<file path="src/rtl/core_pkg.sv">
// +--------------------------------------------------------------------------+
// | core_pkg : shared pipeline stage, forwarding and data-bus FSM encodings  |
// | Revision : 1.0                                                           |
// +--------------------------------------------------------------------------+
`default_nettype none

package core_pkg;

    localparam int ST_IF  = 0;
    localparam int ST_ID  = 1;
    localparam int ST_EX  = 2;
    localparam int ST_MEM = 3;
    localparam int ST_WB  = 4;

    localparam logic [1:0] FWD_RF  = 2'd0;
    localparam logic [1:0] FWD_EX  = 2'd1;
    localparam logic [1:0] FWD_MEM = 2'd2;
    localparam logic [1:0] FWD_WB  = 2'd3;

    localparam logic [1:0] D_IDLE = 2'd0;
    localparam logic [1:0] D_WAIT = 2'd1;
    localparam logic [1:0] D_ERR  = 2'd2;

    typedef struct packed {
        logic wb;
        logic mem;
        logic ex;
    } hit_t;

    // Youngest producer wins: EX holds the newest value of a register.
    function automatic logic [1:0] fwd_sel(input hit_t h, input logic wb_ok);
        logic [1:0] sel;
        sel = FWD_RF;
        if (h.ex)
            sel = FWD_EX;
        else if (h.mem)
            sel = FWD_MEM;
        else if (h.wb && wb_ok)
            sel = FWD_WB;
        return sel;
    endfunction

endpackage

`default_nettype wire

</file>
<file path="src/rtl/raw_match.sv">
// +--------------------------------------------------------------------------+
// | raw_match : compares one ID source register against EX/MEM/WB rd        |
// | Revision  : 1.0                                                          |
// +--------------------------------------------------------------------------+
`default_nettype none

module raw_match
    import core_pkg::*;
#(
    parameter int XREG_W = 5
) (
    input  logic              used_i,
    input  logic [XREG_W-1:0] rs_i,
    input  logic [XREG_W-1:0] ex_rd_i,
    input  logic [XREG_W-1:0] mem_rd_i,
    input  logic [XREG_W-1:0] wb_rd_i,
    input  logic              ex_we_i,
    input  logic              mem_we_i,
    input  logic              wb_we_i,
    output hit_t              hit_o
);

    // x0 is hard-wired zero, so a write to it never creates a dependency.
    logic w_live;
    assign w_live = used_i && (rs_i != '0);

    assign hit_o.ex  = w_live && ex_we_i  && (rs_i == ex_rd_i);
    assign hit_o.mem = w_live && mem_we_i && (rs_i == mem_rd_i);
    assign hit_o.wb  = w_live && wb_we_i  && (rs_i == wb_rd_i);

endmodule

`default_nettype wire

</file>
<file path="src/rtl/hazard_ctrl_p.sv">
// +--------------------------------------------------------------------------+
// | hazard_ctrl_p : 5-stage stall/bubble/forward control with data-bus FSM   |
// | Revision      : 1.0                                                      |
// +--------------------------------------------------------------------------+
`default_nettype none

module hazard_ctrl_p
    import core_pkg::*;
#(
    parameter int XREG_W      = 5,
    parameter int FORWARD_EN  = 1,
    parameter int RF_BYPASS   = 1,
    parameter int MEM_TIMEOUT = 64,
    parameter int PERF_W      = 32
) (
    input  logic              clk,
    input  logic              rst,
    input  logic [XREG_W-1:0] id_rs1,
    input  logic [XREG_W-1:0] id_rs2,
    input  logic              id_rs1_used,
    input  logic              id_rs2_used,
    input  logic [XREG_W-1:0] ex_rd,
    input  logic [XREG_W-1:0] mem_rd,
    input  logic [XREG_W-1:0] wb_rd,
    input  logic              ex_regwrite,
    input  logic              mem_regwrite,
    input  logic              wb_regwrite,
    input  logic              ex_is_load,
    input  logic              mem_is_load,
    input  logic              mem_req,
    input  logic              dready_n,
    input  logic              dbusy,
    input  logic              iready_n,
    input  logic              branch_taken,
    output logic [4:0]        stall,
    output logic [4:0]        nop,
    output logic [1:0]        fwd_a,
    output logic [1:0]        fwd_b,
    output logic              bus_err,
    output logic [PERF_W-1:0] stall_cycles
);

    localparam int              CNT_W        = (MEM_TIMEOUT > 1) ? $clog2(MEM_TIMEOUT) : 1;
    localparam logic [CNT_W-1:0] WAIT_LAST   = CNT_W'(MEM_TIMEOUT - 1);
    localparam logic            WB_NEEDS_FWD = (RF_BYPASS == 0);
    localparam logic            FWD_ON       = (FORWARD_EN != 0);

    logic [1:0]        dfsm_q, dfsm_d;
    logic [CNT_W-1:0]  wcnt_q, wcnt_d;
    logic              discard_q, discard_d;
    logic              bus_err_q, bus_err_d;
    logic [PERF_W-1:0] perf_q, perf_d;

    hit_t w_hit_a, w_hit_b;
    logic w_bus_pend, w_freeze, w_load_use, w_any_raw, w_raw, w_disc_fire, w_fwd_ok;

    raw_match #(.XREG_W(XREG_W)) u_match_a (
        .used_i   (id_rs1_used),
        .rs_i     (id_rs1),
        .ex_rd_i  (ex_rd),
        .mem_rd_i (mem_rd),
        .wb_rd_i  (wb_rd),
        .ex_we_i  (ex_regwrite),
        .mem_we_i (mem_regwrite),
        .wb_we_i  (wb_regwrite),
        .hit_o    (w_hit_a)
    );

    raw_match #(.XREG_W(XREG_W)) u_match_b (
        .used_i   (id_rs2_used),
        .rs_i     (id_rs2),
        .ex_rd_i  (ex_rd),
        .mem_rd_i (mem_rd),
        .wb_rd_i  (wb_rd),
        .ex_we_i  (ex_regwrite),
        .mem_we_i (mem_regwrite),
        .wb_we_i  (wb_regwrite),
        .hit_o    (w_hit_b)
    );

    // The pipeline freezes in the very cycle the bus first fails to answer.
    assign w_bus_pend = mem_req && (dready_n || dbusy);
    assign w_freeze   = (dfsm_q != D_IDLE) || w_bus_pend;

    assign w_load_use = ((w_hit_a.ex  || w_hit_b.ex)  && ex_is_load) ||
                        ((w_hit_a.mem || w_hit_b.mem) && mem_is_load);
    assign w_any_raw  = w_hit_a.ex || w_hit_b.ex || w_hit_a.mem || w_hit_b.mem ||
                        (WB_NEEDS_FWD && (w_hit_a.wb || w_hit_b.wb));
    assign w_raw      = FWD_ON ? w_load_use : w_any_raw;

    assign w_disc_fire = discard_q && !iready_n;

    always_comb begin
        stall = '0;
        nop   = '0;
        if (rst) begin
            nop = '1;
        end else if (w_freeze) begin
            stall = '1;
        end else if (branch_taken) begin
            nop[ST_EX:ST_IF] = 3'b111;
        end else begin
            if (w_raw) begin
                stall[ST_IF] = 1'b1;
                stall[ST_ID] = 1'b1;
                nop[ST_EX]   = 1'b1;
            end else if (iready_n) begin
                stall[ST_IF] = 1'b1;
                nop[ST_ID]   = 1'b1;
            end
            if (w_disc_fire)
                nop[ST_IF] = 1'b1;
        end
    end

    assign w_fwd_ok = FWD_ON && !rst && !w_raw;
    assign fwd_a    = w_fwd_ok ? fwd_sel(w_hit_a, WB_NEEDS_FWD) : FWD_RF;
    assign fwd_b    = w_fwd_ok ? fwd_sel(w_hit_b, WB_NEEDS_FWD) : FWD_RF;

    always_comb begin
        dfsm_d    = dfsm_q;
        wcnt_d    = wcnt_q;
        bus_err_d = bus_err_q;
        discard_d = discard_q;
        perf_d    = perf_q;

        case (dfsm_q)
            D_IDLE: begin
                if (w_bus_pend) begin
                    dfsm_d = D_WAIT;
                    wcnt_d = '0;
                end
            end
            D_WAIT: begin
                if (!dready_n && !dbusy) begin
                    dfsm_d = D_IDLE;
                end else if (wcnt_q == WAIT_LAST) begin
                    dfsm_d    = D_ERR;
                    bus_err_d = 1'b1;
                end else begin
                    wcnt_d = wcnt_q + CNT_W'(1);
                end
            end
            default: dfsm_d = D_ERR;
        endcase

        // A taken branch with fetch still pending leaves a wrong-path word in flight.
        if (!w_freeze) begin
            if (branch_taken)
                discard_d = iready_n;
            else if (w_disc_fire)
                discard_d = 1'b0;
        end

        if ((stall != '0) && !(&perf_q))
            perf_d = perf_q + PERF_W'(1);
    end

    always_ff @(posedge clk) begin
        if (rst) begin
            dfsm_q    <= D_IDLE;
            wcnt_q    <= '0;
            discard_q <= 1'b0;
            bus_err_q <= 1'b0;
            perf_q    <= '0;
        end else begin
            dfsm_q    <= dfsm_d;
            wcnt_q    <= wcnt_d;
            discard_q <= discard_d;
            bus_err_q <= bus_err_d;
            perf_q    <= perf_d;
        end
    end

    assign bus_err      = bus_err_q;
    assign stall_cycles = perf_q;

endmodule

`default_nettype wire
</file>
<file path="config.mk">
export PLATFORM = sky130hd
export DESIGN_NAME = hazard_ctrl_p
export DESIGN_NICKNAME = d
export VERILOG_FILES = /design/src/rtl/core_pkg.sv /design/src/rtl/raw_match.sv /design/src/rtl/hazard_ctrl_p.sv
export SDC_FILE = /design/constraint.sdc
export NUM_CORES = 1
export LEC_CHECK = 0
export CORE_MARGIN = 8
export CORE_UTILIZATION = 43
export DETAILED_ROUTE_END_ITERATION = 16
export PLACE_DENSITY = 0.77
export SYNTH_ARGS = -nofsm -noshare
export SYNTH_HDL_FRONTEND = slang
export SYNTH_HIERARCHICAL = 1
export SYNTH_SLANG_ARGS = --single-unit
</file>
<file path="constraint.sdc">
create_clock -name clk -period 3.6 [get_ports clk]
set_input_delay 0.9 -clock clk [delete_from_list [all_inputs] [get_ports clk]]
set_output_delay 0.9 -clock clk [all_outputs]
set_load 0.01 [all_outputs]
</file>
==> run metrics, run 1 <==
GP Congestion=0.839; critical path arrival=2.67 ns; Clock Path Buffers=2; clk_lat worst skew=about 0.3 ns; Final setup viols=0; Port Buffer Count=79; placed inst area=3620 sq um; Synth Cell Area=2760 sq um; Critical Path RT=2.70 ns; CTS tree=yes; Setup crit end kind=primary output; VDD IR max=179 uV; WL final=7.88 mm; PwrDens=between 200 and 300 nW/um^2; Critical R2R Launch=stall_cycles[19]; Final Critical Period=3.57 ns; TritonCTS Buffers=5; slew margin rel.=~40%; Via Count=2888; area delta synth->final=39.6%; vias per cell=slightly below 6; unrepaired setup endpoints after global routing=true; Leak=approximately 0.0014 uW; hold crit path type=flip-flop to flip-flop; worst reg2reg endpoint=stall_cycles[3]; crit path launch type=input port; Post-DRT Antenna Nets=0; first-pass GRT wire length=~13 mm; max-cap viol count=0; setup_tns=0 ns; Post-layout nets=462; fillcell total=roughly 540; Starting Density=44.0%; f_max=280 MHz; WL per Instance=15.8 um; # rows=29; Slew @ Worst Pin=0.900 ns; Final Max Tran Viols=0; GRT Residual Overflow=0; Synthesized Nets=373; Post-DP HPWL=between 5 and 6 mm; worst r2r path cells=6; final worst slack=0.0293 ns; Mapped Cells=332; share of post-route cells with drive strength above 1=approximately a quarter; DRC viols=0; Sink Count=42; die width=96.1 um; Die H=96.1 um; Mean Syn Cell Area=8.32 sq um; vias in the first global route=2717; Finished Cell Area=roughly 3900 sq um; Setup WS pre-CTS=-0.840 ns; largest net degree at the start of global routing=56; initial DRC count=167; core area=6280 sq um; Root Driver=clkbuf_8; initial antenna violation count=1; HP Start=bus_err; clk slew on worst S/H paths=about 0.080 ns; Hold Vio Cnt, Final=0; hold depth=2; Hold Path End=bus_err; Top Ports=86; H-Tree Depth=2; outcome=finished, final reports clean; Total GRT Usage=16.9%; worst-path fanout max=2; Tcrit/Tclk final=99.2%; Crit Path Category=input port to primary output; Die Area=about 9200 sq um; Ys Warns=6; Clock Skew=0.0139 ns; DRT Pass-1 Iters=4; Worst R2R Setup Slack=0.90 ns
-- through the flow --
step	utilization, %	hold slack (ns)	cells	total power [uW]
final	61.4	0.457	500	1050
after global placement	57.6	0.439	485	658
after CTS	60.1	0.463	498	1040
after floorplan	-	0.462	332	575
after global routing	61.4	0.497	500	1090
after detailed placement	57.6	0.446	485	660
-- state kept, by name, summed over array words and instances, names as in the netlist --
register	flops
dfsm_q	2
wcnt_q	6
stall_cycles	32
bus_err	1
discard_q	1
-- per-layer routing --
layer | GRT usage, % | wire [um]
met1 | 21.1 | 3500
met3 | 5.54 | 622
met4 | 4.87 | 108
met5 | 0 | 0
met2 | 27.0 | 3650
-- critical path, cell delays in order --
cell and delay, ns:
buf_6 0.09, or4_4 0.54, o21ai_4 0.20, nor3_4 0.06
o21ai_2 0.15, nand2_1 0.12, or2_4 0.26, nor3b_2 0.18
buf_2 0.16
-- power by group --
group	total (uW)	switching [uW]	leakage, uW	internal (uW)
registers	475	6.55	0.000339	469
logic	182	92.2	0.00101	89.5
clock network	388	180	0.0000585	208
total	1050	279	0.00141	766
-- placed cells by master (no fill, tap or decap), types with 4 or more instances in the layout --
cell type,instances
nor3_1,5
clkdlybuf4s50_1,51
a21oi_1,32
nor2b_1,5
buf_4,23
o31ai_1,16
mux2_4,4
or4_2,10
nand4_1,11
o21ai_0,7
buf_6,4
xnor2_1,18
nand3_1,13
and3_1,5
inv_1,9
clkbuf_8,5
xor2_1,4
dlymetal6s2s_1,10
or3_1,8
and2_1,7
nor2_1,21
or4_1,5
buf_2,12
dfxtp_1,42
nand2_1,21
-- worst max path at each step --
| stage | start | endpoint | cells after the start |
|---|---|---|---|
| after global placement | id_rs2[1] | fwd_b[1] | 9 |
| after CTS | id_rs2[2] | fwd_a[1] | 9 |
| after global routing | id_rs1[1] | fwd_b[1] | 9 |
| after detailed placement | id_rs1[1] | fwd_a[1] | 9 |
| after floorplan | id_rs1[1] | fwd_a[1] | 7 |
| final | id_rs1[3] | fwd_a[1] | 9 |
-- what timing repair did --
action	in CTS	in global routing
setup buffers	5	1
pin swaps	15	18
resized for setup	74	24
endpoints found under the setup margin	8	18
hold buffers	0	0
-- area by class of cell --
cell class              instances  area (sq um)  area share [%]
flip-flops and latches         42           841            21.8
clock inverters                 3          43.8            1.14
clock buffers                   5          68.8            1.79
diodes                          1          2.50          0.0649
repair buffers                104           946            24.5
inverters                      10          37.5           0.974
well taps                      77          96.3            2.50
multi-input cells             258          1820            47.2
(Power assumes the default switching activity.)
==> inputs of run 2 (changes only) <==
Settings changed: GPL_TIMING_DRIVEN set to 0.
==> run 2 against run 1 <==
- worst hold slack lost 0.0060 ns
- final cell count grew 1.6%
- worst setup slack lost 0.050 ns
- non-clock buffer count grew 9
- critical path type unchanged
- the run now ends with negative setup slack left
==> run metrics, run 2 (same netlist as run 1, synthesis figures left out) <==
outcome=complete, but fails checks; failing checks=negative setup slack; cell family with most CP delay=simple AND/OR/NAND/NOR gates; Root Driver=clkbuf_8; vias in the first global route=2928 (+7.8%); Worst Path Buf+Inv=2 (unchanged); hold crit path type=flip-flop to flip-flop; f_max=276 MHz (-1.4%); # rows=29 (unchanged); VDD IR max=171 uV (-4.4%); max-cap viol count=0 (unchanged); setup_tns=-0.0266 ns (-0.0266 ns); slowest stage delay, CP=0.54 ns (about the same); Port Buffer Count=79 (unchanged); Starting Density=44.0% (unchanged); Critical Path RT=2.70 ns (about the same); Final setup viols=2 (+2); Post-layout nets=471 (+1.9%); Largest register FFs=32 (unchanged); clk slew on worst S/H paths=0.08 ns (about the same); Setup crit end kind=primary output; vias per cell=5.76 (-0.31%); Final Max Tran Viols=0 (unchanged); H-Tree Depth=2 (unchanged); Top Ports=86 (unchanged); GP Congestion=0.857 (+2.1%); largest net degree at the start of global routing=13 (-77%); Post-DP HPWL=6.12 mm (+9.7%); first-pass GRT wire length=13.9 mm (+8.9%); critical-path cell list=buf_8 -> or4_4 -> o21ai_4 -> nor3_4 -> o21ai_2 -> nand2_2 -> or2_4 -> nor3b_2 -> buf_2; share of post-route cells with drive strength above 1=23.7% (+0.21 points); commonest non-fill, non-tap cell in the layout=clkdlybuf4s50_1; Clock Skew=0.0130 ns (-0.000868 ns); crit path launch type=input port; critical path arrival=2.72 ns (+0.05 ns); Crit-path slowest cell=or4_4; worst-path fanout max=3 (+1); Total GRT Usage=18.8% (+1.9 points); GRT Residual Overflow=0 (unchanged); Die H=96.1 um (unchanged); clk_lat worst skew=0.30 ns (about the same); area delta synth->final=42.0%; DRC viols=0 (unchanged); CTS Hold Bufs=0 (unchanged); Tcrit/Tclk final=101% (+1.4 points); initial antenna violation count=0 (-1); Via Count=2925 (+1.3%); Hold Vio Cnt, Final=0 (unchanged); initial DRC count=153 (-8.4%); Die Area=9240 sq um (unchanged); Slew @ Worst Pin=0.611 ns (-0.289 ns); WL final=8.49 mm (+7.8%); Clock Path Buffers=2 (unchanged); Leak=0.00136 uW (-3.3%); Sink Count=42 (unchanged); TritonCTS Buffers=5 (unchanged); CTS tree=yes; core area=6280 sq um (unchanged); DRT Pass-1 Iters=4 (unchanged); final worst slack=-0.0207 ns (-0.0499 ns); Post-DRT Antenna Nets=0 (unchanged); Final Critical Period=3.62 ns (+0.0499 ns); PwrDens=266 nW/um^2 (-1.8%); diodes inserted=0 (-1); slew margin rel.=59.0% (+19 points); most frequent cells in the layout=clkdlybuf4s50_1 (50), dfxtp_1 (42), a21oi_1 (28); WL per Instance=16.7 um (+6.1%); die width=96.1 um (unchanged); unrepaired setup endpoints after global routing=true; Crit Path Category=input port to primary output; Worst R2R Setup Slack=1.00 ns (+0.10 ns); Util after Layout=62.5% (+1.1 points)
[run 2: metal layers]
| metal | global-route usage (%) | share of wire, % | up-vias |
|---|---|---|---|
| met5 | 0 | 0 | - |
| met4 | 7.04 | 1.3 | 0 |
| met3 | 7.02 | 8.4 | 12 |
| met2 | 31.2 | 48 | 96 |
| met1 | 21.3 | 42 | 1376 |
| li1 | - | - | 1441 |
[run 2: cell type report]
| cell class | instances | area (sq um) |
|---|---|---|
| well taps | 77 | 96.3 |
| flip-flops and latches | 42 | 841 |
| repair buffers | 93 | 838 |
| clock buffers | 7 | 76.3 |
| clock inverters | 1 | 30.0 |
| multi-input cells | 258 | 1840 |
| plain buffers | 20 | 165 |
| inverters | 10 | 37.5 |
| fillers | 572 | 2360 |
[run 2: final timing paths]
kind / startpoint / endpoint / depth (start not counted)
setup / recovery: id_rs1[4] / fwd_b[1] / 9
hold reg to reg: bus_err / bus_err / 2
hold / removal: bus_err / bus_err / 2
setup reg to reg: dfsm_q[0] / stall_cycles[7] / 12
[run 2: repair_timing]
action,in CTS,in global routing
pin swaps,18,22
gates resized for setup,90,30
cloned,0,0
endpoints found under the setup margin,12,19
setup buffers,12,4
[run 2: where the power goes]
part	switching [uW]	leakage [uW]	total (uW)	internal (uW)
sequential	5.19	0.000339	474	469
combinational	102	0.000972	200	97.9
clock	162	0.0000524	370	208
[run 2: tightest hold or removal path, stage by stage (launching register included)]
cell and delay (ns):
dfxtp_1 0.31, inv_1 0.05, a21oi_1 0.05
[run 2: through the flow]
stage / hold slack (ns) / setup WS, ns / std cells / cell area [sq um] / total power (uW)
floorplan: 0.462 / 0.0661 / 332 / 2760 / 575
global placement: 0.440 / -1.21 / 488 / 3650 / 664
detailed placement: 0.438 / -1.23 / 488 / 3650 / 667
CTS: 0.457 / 0.000898 / 507 / 3880 / 1050
global route: 0.504 / -0.0674 / 508 / 3920 / 1090
finish: 0.451 / -0.0207 / 508 / 3920 / 1040
==> inputs of run 3 (changes only) <==
Settings changed: CORE_UTILIZATION 43 to 55, DONT_BUFFER_PORTS set to 1, PLACE_DENSITY 0.77 to 0.73.
Clock period 3.6 ns to 3.08 ns, I/O delays scaled along.
==> run 3 against run 2 <==
- the flow still finishes with violations (negative setup slack)
- first-iteration DRC count rose by 42%
- clock power rose by 19%
- clock-buffer cell count fell by 1
- flip-flop and latch count did not move
- die area fell by 18%
- highest routed layer unchanged
==> run metrics, run 3 (same netlist as run 1, synthesis figures left out) <==
first-pass GRT wire length=12.5 mm (-9.8%); H-Tree Depth=2 (unchanged); critical-path cell list=or4_4 -> o21ai_4 -> nor3_4 -> o21ai_2 -> nand2_2 -> or2_4 -> nor3b_4; worst-path fanout max=3 (unchanged); Clock Power Share=38.2% (+2.8 points); Largest register FFs=32 (unchanged); vias per cell=6.35 (+10%); CTS tree=yes; # rows=25 (-14%); Clock Skew=0.00608 ns (-0.00695 ns); clk slew on worst S/H paths=0.08 ns (about the same); Top Ports=86 (unchanged); Crit-path slowest cell=or4_4; core area=4790 sq um (-24%); WL per Instance=18.7 um (+12%); failing checks=negative setup slack; Hold Vio Cnt, Final=0 (unchanged); hold crit path type=flip-flop to flip-flop; largest net degree at the start of global routing=14 (+1); unrepaired setup endpoints after global routing=true; Finished Cell Area=3130 sq um (-20%); slowest stage delay, CP=0.54 ns (about the same); commonest non-fill, non-tap cell in the layout=dfxtp_1; WL final=7.76 mm (-8.6%); Hold WS=0.499 ns (+0.0472 ns); placed inst area=2880 sq um (-21%); Clock Path Buffers=2 (unchanged); Post-DRT Antenna Nets=0 (unchanged); f_max=317 MHz; Via Count=2637 (-9.8%); Critical Path RT=2.31 ns (-0.39 ns); internal cell power=855 uW (+10%); Die Area=7540 sq um (-18%); Slew @ Worst Pin=0.677 ns (+0.0653 ns); Setup crit end kind=primary output; GRT Residual Overflow=0 (unchanged); Tcrit/Tclk final=102%; clk_lat worst skew=0.29 ns (about the same); DRT Pass-1 Iters=4 (unchanged); Final Critical Period=3.15 ns; final worst slack=-0.0702 ns (-0.0496 ns); initial DRC count=217 (+42%); Final setup viols=2 (unchanged); diodes inserted=0 (unchanged); GP Congestion=0.862 (+0.58%); slew margin rel.=54.7% (-4.3 points); cell family with most CP delay=simple AND/OR/NAND/NOR gates; Post-layout nets=388 (-18%); initial antenna violation count=0 (unchanged); PwrDens=366 nW/um^2 (+38%); critical path arrival=2.38 ns (-0.34 ns); Worst Path Buf+Inv=0 (-2); outcome=complete, but fails checks; P_sw=293 uW (+8.7%); DRC viols=0 (unchanged); Total GRT Usage=20.5% (+1.7 points); Sink Count=42 (unchanged); Crit Path Category=input port to primary output; Gate power share=13.3% (-5.9 points); Die H=86.9 um (-9.7%); vias in the first global route=2594 (-11%); Final Max Tran Viols=0 (unchanged); Leak=0.00101 uW (-26%); most frequent cells in the layout=dfxtp_1 (42), a21oi_1 (33), nor2_1 (21); share of post-route cells with drive strength above 1=23.3% (-0.39 points); Worst R2R Setup Slack=0.47 ns (-0.53 ns); Port Buffer Count=0 (-100%); area delta synth->final=13.4%; Root Driver=clkbuf_8; die width=86.9 um (-9.7%); max-cap viol count=0 (unchanged); TritonCTS Buffers=5 (unchanged); Setup WS pre-CTS=-0.227 ns (+1.01 ns); VDD IR max=208 uV (+21%); Post-DP HPWL=5.56 mm (-9.1%); sequential share of power=48.5% (+3.1 points); CTS Hold Bufs=0 (unchanged); crit path launch type=input port; Sw Share=25.5% (-0.29 points); Starting Density=57.7% (+14 points)
## run 3: final timing paths
kind | startpoint | to | cells after the start
worst max-delay path | id_rs2[3] | fwd_b[1] | 7
worst max register to register | stall_cycles[0] | stall_cycles[22] | 6
worst min-delay path | dfsm_q[1] | dfsm_q[1] | 2
worst min register to register | dfsm_q[1] | dfsm_q[1] | 2
## run 3: power by group through the flow
stage                     combinational [uW]  clock (uW)  sequential (uW)
final                                    152         439              556
after global routing                     166         473              557
after CTS                                143         448              556
after detailed placement                 134           0              569
after global placement                   133           0              568
after floorplan                          109           0              567
## run 3: timing repair
| item | in CTS | in global routing |
|---|---|---|
| endpoints found under the setup margin | 4 | 28 |
| endpoints found under the hold margin | 0 | 0 |
| setup buffers | 8 | 2 |
| resized for setup | 7 | 16 |
| pin swaps | 10 | 10 |
## run 3: final cells by class
class	instances	area [sq um]
Timing Repair Buffer	9	67.6
Sequential cell	42	841
Multi-Input combinational cell	258	1820
Inverter	10	42.5
Tap cell	67	83.8
Buffer	21	170
Fill cell	420	1650
Clock inverter	2	37.5
Clock buffer	6	72.6
## run 3: worst min-delay path: cells and delay by family, from the launching register on
| kind | cells | cell delay [ns] |
|---|---|---|
| compound gates | 1 | 0.05 |
| buf+inv | 1 | 0.06 |
| flops | 1 | 0.35 |
## run 3: routing by layer
metal,vias to the layer above,share of wire (%),global-route usage (%),wire (um)
met5,-,0,0,0
met4,0,1.4,6.42,112
met3,10,8.3,7.08,648
met2,89,49,35.2,3800
met1,1274,41,23.0,3200
li1,1264,-,-,-
## run 3: through the flow
| stage | power, uW | instances | setup TNS [ns] | util (%) |
|---|---|---|---|---|
| finish | 1150 | 415 | -0.127 | 65.4 |
| global route | 1200 | 415 | -0.441 | 65.4 |
| CTS | 1150 | 414 | -0.278 | 64.2 |
| detailed placement | 703 | 399 | -2.35 | 60.2 |
| global placement | 701 | 399 | -1.54 | 60.2 |
| floorplan | 675 | 332 | 0 | - |
==> RTL edit 1: new RTL, flow settings as in run 2 <==
Set the parameter `RF_BYPASS` to 0 (it was 1).
--- a/src/rtl/hazard_ctrl_p.sv
+++ b/src/rtl/hazard_ctrl_p.sv
@@ -10,5 +10,5 @@
     parameter int XREG_W      = 5,
     parameter int FORWARD_EN  = 1,
-    parameter int RF_BYPASS   = 1,
+    parameter int RF_BYPASS   = 0,
     parameter int MEM_TIMEOUT = 64,
     parameter int PERF_W      = 32
Behaviour: not the same (a bounded check fails within 4 cycles, from zero or initial values and one cycle with rst high).
==> RTL edit 1 against run 2 <==
- critical path type unchanged
- routed wire length up 2.0%
- core utilization grew 1.9 points
- the run still ends with setup timing left
- synthesized area is 1.7% lower
- synthesized cell count increased by 2.1%
- combinational power is 4% higher
- largest power group unchanged
- setup slack worse by 2.3 ps
- sequential cell count stayed put
- critical endpoint is now stall[0]
- cell area is 2.5% higher
- power shrank 3.6%
==> RTL edit 1: results (changes against run 2) <==
CP Launch Point -> id_rs1[3]
delay-heaviest family, CP -> compound AO/OA/AOI/OAI gates
routed len/inst -> 16.5 µm (-1.3%)
failing checks -> setup timing
final hold vios -> 0 (unchanged)
CP arrival -> 2720 ps (about the same)
vias in the first global route -> 3051 (+4.2%)
fill count -> 543 (-5.1%)
Worst setup endpoint -> stall[0]
reg-to-reg critical path endpoint -> stall_cycles[18]$_SDFFE_PP0P_
first-pass GRT wire length -> 13900 µm (unchanged)
relative slew slack -> 58.2% (-0.75 points)
syn nets -> 380 (+1.9%)
HPWL after DPL -> 6370 µm (+4.1%)
post-cts sizing count -> 98 (+8.9%)
static leakage -> 0.00138 µW (+1.2%)
maximum vdd ir drop -> 0.209 mV (+22%)
internal reg-to-reg setup slack -> 1170 ps (+170 ps)
largest net degree at the start of global routing -> 19 (+6)
Register-to-Register Path Depth -> 7 (-5)
first drt pass iteration count -> 4 (unchanged)
switching part of the total -> 27.6% (+1.8 points)
Syn. warnings -> 6 (unchanged)
worst slack, placed -> -1360 ps (-129 ps)
gpl congestion -> 0.856 (about the same)
final setup violation count -> 1 (-1)
vias per cell -> 5.86 (+1.8%)
outcome -> complete, but fails checks
Buffers on Ports -> 85 (+7.6%)
drt initial violations -> 260 (+70%)
RR Startpoint -> stall_cycles[1]$_SDFFE_PP0P_
Placed Area -> 3660 µm² (+0.38%)
Finished Layout Cells -> 525 (+3.3%)
global-route usage over all layers -> 18.7% (-0.076 points)
critical path peak fanout -> 3 (unchanged)
Cell variety after synth -> 52
Setup TNS -> -23.0 ps (+3.63 ps)
placed cells -> 501 (+2.7%)
Final nets -> 488 (+3.6%)
Setup WS post-layout -> -23.0 ps (-2.31 ps)
average cell area after synthesis -> 8.01 µm² (-3.8%)
Clock Skew -> 9.77 ps (-3.26 ps)
Primary FF master, synth -> dfxtp_1
antenna violations before repair -> 0 (unchanged)
-- RTL edit 1: worst min path at each step --
stage	start	endpoint	slack (ps)	cells after the start
after floorplan	wcnt_q[1]$_SDFFE_PP0P_	wcnt_q[1]$_SDFFE_PP0P_	470	2
after global placement	bus_err$_SDFFE_PP0P_	bus_err$_SDFFE_PP0P_	470	2
after detailed placement	bus_err$_SDFFE_PP0P_	bus_err$_SDFFE_PP0P_	470	2
after CTS	bus_err$_SDFFE_PP0P_	bus_err$_SDFFE_PP0P_	500	2
after global routing	bus_err$_SDFFE_PP0P_	bus_err$_SDFFE_PP0P_	540	2
final	bus_err$_SDFFE_PP0P_	bus_err$_SDFFE_PP0P_	490	2
-- RTL edit 1: power groups by stage --
stage / Clock, µW / Sequential, µW / Combinational (µW)
after global routing: 349 / 478 / 222
after global placement: 0 / 486 / 180
after CTS: 329 / 476 / 196
after floorplan: 0 / 486 / 85.4
final: 322 / 476 / 208
after detailed placement: 0 / 487 / 184
-- RTL edit 1: metal layers --
layer | global-route usage [%] | up-vias | part of all wire, %
li1 | - | 1486 | -
met1 | 21.9 | 1426 | 42
met2 | 31.2 | 140 | 47
met3 | 6.38 | 24 | 8.6
met4 | 6.02 | 0 | 1.9
met5 | 0 | - | 0
-- RTL edit 1: area by class of cell --
type | instances | area share, %
timing repair buffer | 103 | 23.9
inverter | 11 | 1.09
multi-input combinational | 271 | 47.1
tap | 77 | 2.40
buffer | 13 | 2.18
clock buffer | 6 | 2.05
clock inverter | 2 | 0.311
sequential | 42 | 20.9
-- RTL edit 1: through the flow --
step,hold slack (ps),util (%)
4_1_cts,501,63.0
6_report,487,64.4
2_1_floorplan,465,-
3_5_place_dp,471,58.7
3_3_place_gp,474,58.7
5_1_grt,535,64.4
==> RTL edit 2: new RTL, flow settings as in run 2 <==
Without the edit above. Reset style: asynchronous (`rst`), changed in one clocked block.
--- a/src/rtl/hazard_ctrl_p.sv
+++ b/src/rtl/hazard_ctrl_p.sv
@@ -157,5 +157,5 @@
     end
 
-    always_ff @(posedge clk) begin
+    always_ff @(posedge clk or posedge rst) begin
         if (rst) begin
             dfsm_q    <= D_IDLE;
Function: differs if rst is asserted again (counterexample within 4 cycles, from zero or initial values and one cycle with rst high); with rst held inactive, the same outputs for 10 cycles.
==> RTL edit 2 against run 2 <==
- non-clock buffer count fell by 18
- first-iteration DRC count fell by 35%
- cell area fell by 6.4%
- setup slack improved by 77 ps
- count of clock-buffer cells in the layout fell by 2
- sequential cell count did not move
- synthesized area fell by 12%
- routed wire length fell by 23%
- hold slack improved by 12 ps
- core utilization rose by 4.2 points
- critical endpoint is now fwd_a[0]
- highest routed layer unchanged
Power is not compared: it rests on default switching activity, and its combinational part moved more than twofold at a synthesized area within 25%.
==> RTL edit 2: results (changes against run 2) <==
outcome -> complete, no violations
CP Launch Point -> id_rs1[4]
Largest register FFs -> 32 (unchanged)
GR Util met3 -> 3.21% (-3.8 points)
placed cells -> 407 (-17%)
sequential power -> 612 µW
hold depth -> 1 (-1)
P_clk -> 443 µW
Post-CTS Setup Inserts -> 6 (-6)
# diodes -> 0 (unchanged)
worst slack, placed -> -1120 ps (+116 ps)
layout cells sized above 1 -> 21.9% (-1.7 points)
Core Region -> 5510 µm² (-12%)
Clock Latency Late Sink -> 300 ps (about the same)
post-cts sizing count -> 82 (-8.9%)
Mapped Cells -> 255 (-23%)
Register-to-Register Path Depth -> 6 (-6)
cts hold-fix bufs -> 0 (unchanged)
CTS Buffer Depth -> 2 (unchanged)
critical path peak fanout -> 3 (unchanged)
Buffers on Ports -> 79 (unchanged)
number of max-cap violations -> 0 (unchanged)
met1 Track Usage GR -> 18.7% (-2.6 points)
grt met2 use -> 26.9% (-4.3 points)
Worst-path clk slew -> 80 ps (about the same)
RR Startpoint -> stall_cycles[2]$_DFFE_PP0P_
Worst setup endpoint -> fwd_a[0]
syn nets -> 296 (-21%)
Clock Skew -> 8.06 ps (-4.97 ps)
CP arrival -> 2640 ps (-80 ps)
Slew @ Worst Pin -> 587 ps (-24.4 ps)
P_int -> 1030 µW
final wirelength -> 6570 µm (-23%)
Max Fclk -> 282 MHz (+2.2%)
antenna violations before repair -> 0 (unchanged)
global-route usage over all layers -> 15.5% (-3.2 points)
CTS Buf Count -> 5 (unchanged)
hold path endpoint -> bus_err$_DFFE_PP0P_
root buf cell -> clkbuf_8
drt initial violations -> 99 (-35%)
maximum vdd ir drop -> 0.367 mV
HP Start -> bus_err$_DFFE_PP0P_
Final nets -> 391 (-17%)
Finished Layout Cells -> 423 (-17%)
HPWL after DPL -> 5060 µm (-17%)
static leakage -> 0.00160 µW
vias in the first global route -> 2104 (-28%)
H-Tree Level Count -> 2 (unchanged)
gpl congestion -> 0.858 (+0.15%)
reg-to-reg critical path endpoint -> stall_cycles[31]$_DFFE_PP0P_
Syn. warnings -> 6 (unchanged)
internal reg-to-reg setup slack -> 1410 ps (+410 ps)
first-pass GRT wire length -> 10700 µm (-23%)
Worst Hold Class -> reg2reg
vias per cell -> 5.21 (-9.5%)
largest net degree at the start of global routing -> 25 (+12)
final setup violation count -> 0 (-2)
first drt pass iteration count -> 4 (unchanged)
## RTL edit 2: stage by stage
stage | total power (µW) | cell area [µm²] | hold slack (ps) | utilization (%)
after floorplan | 810 | 2440 | 475 | -
after global placement | 1000 | 3320 | 448 | 60.3
after detailed placement | 1020 | 3350 | 449 | 60.8
after CTS | 1470 | 3570 | 474 | 64.8
after global routing | 1540 | 3670 | 504 | 66.7
final | 1470 | 3670 | 464 | 66.7
## RTL edit 2: layout make-up
class	count	area, µm²
inverters	8	32.5
multi-input cells	198	1430
clock inverters	3	68.8
well taps	72	90.1
flip-flops and latches	42	1050
repair buffers	88	875
clock buffers	5	68.8
plain buffers	7	57.6
fillers	428	1840
## RTL edit 2: routing by layer
layer	share of wire, %	vias up
met4	1.9	0
met1	42	1070
met5	0	-
met3	3.6	10
met2	53	51
li1	-	1073
## RTL edit 2: critical path: stages
cell	delay, ps
buf_8	100
or4_4	540
o21ai_4	210
nor3_4	60
o21ai_2	170
nand2_2	130
buf_6	140
nor2_4	130
and2_4	160
buf_6	90
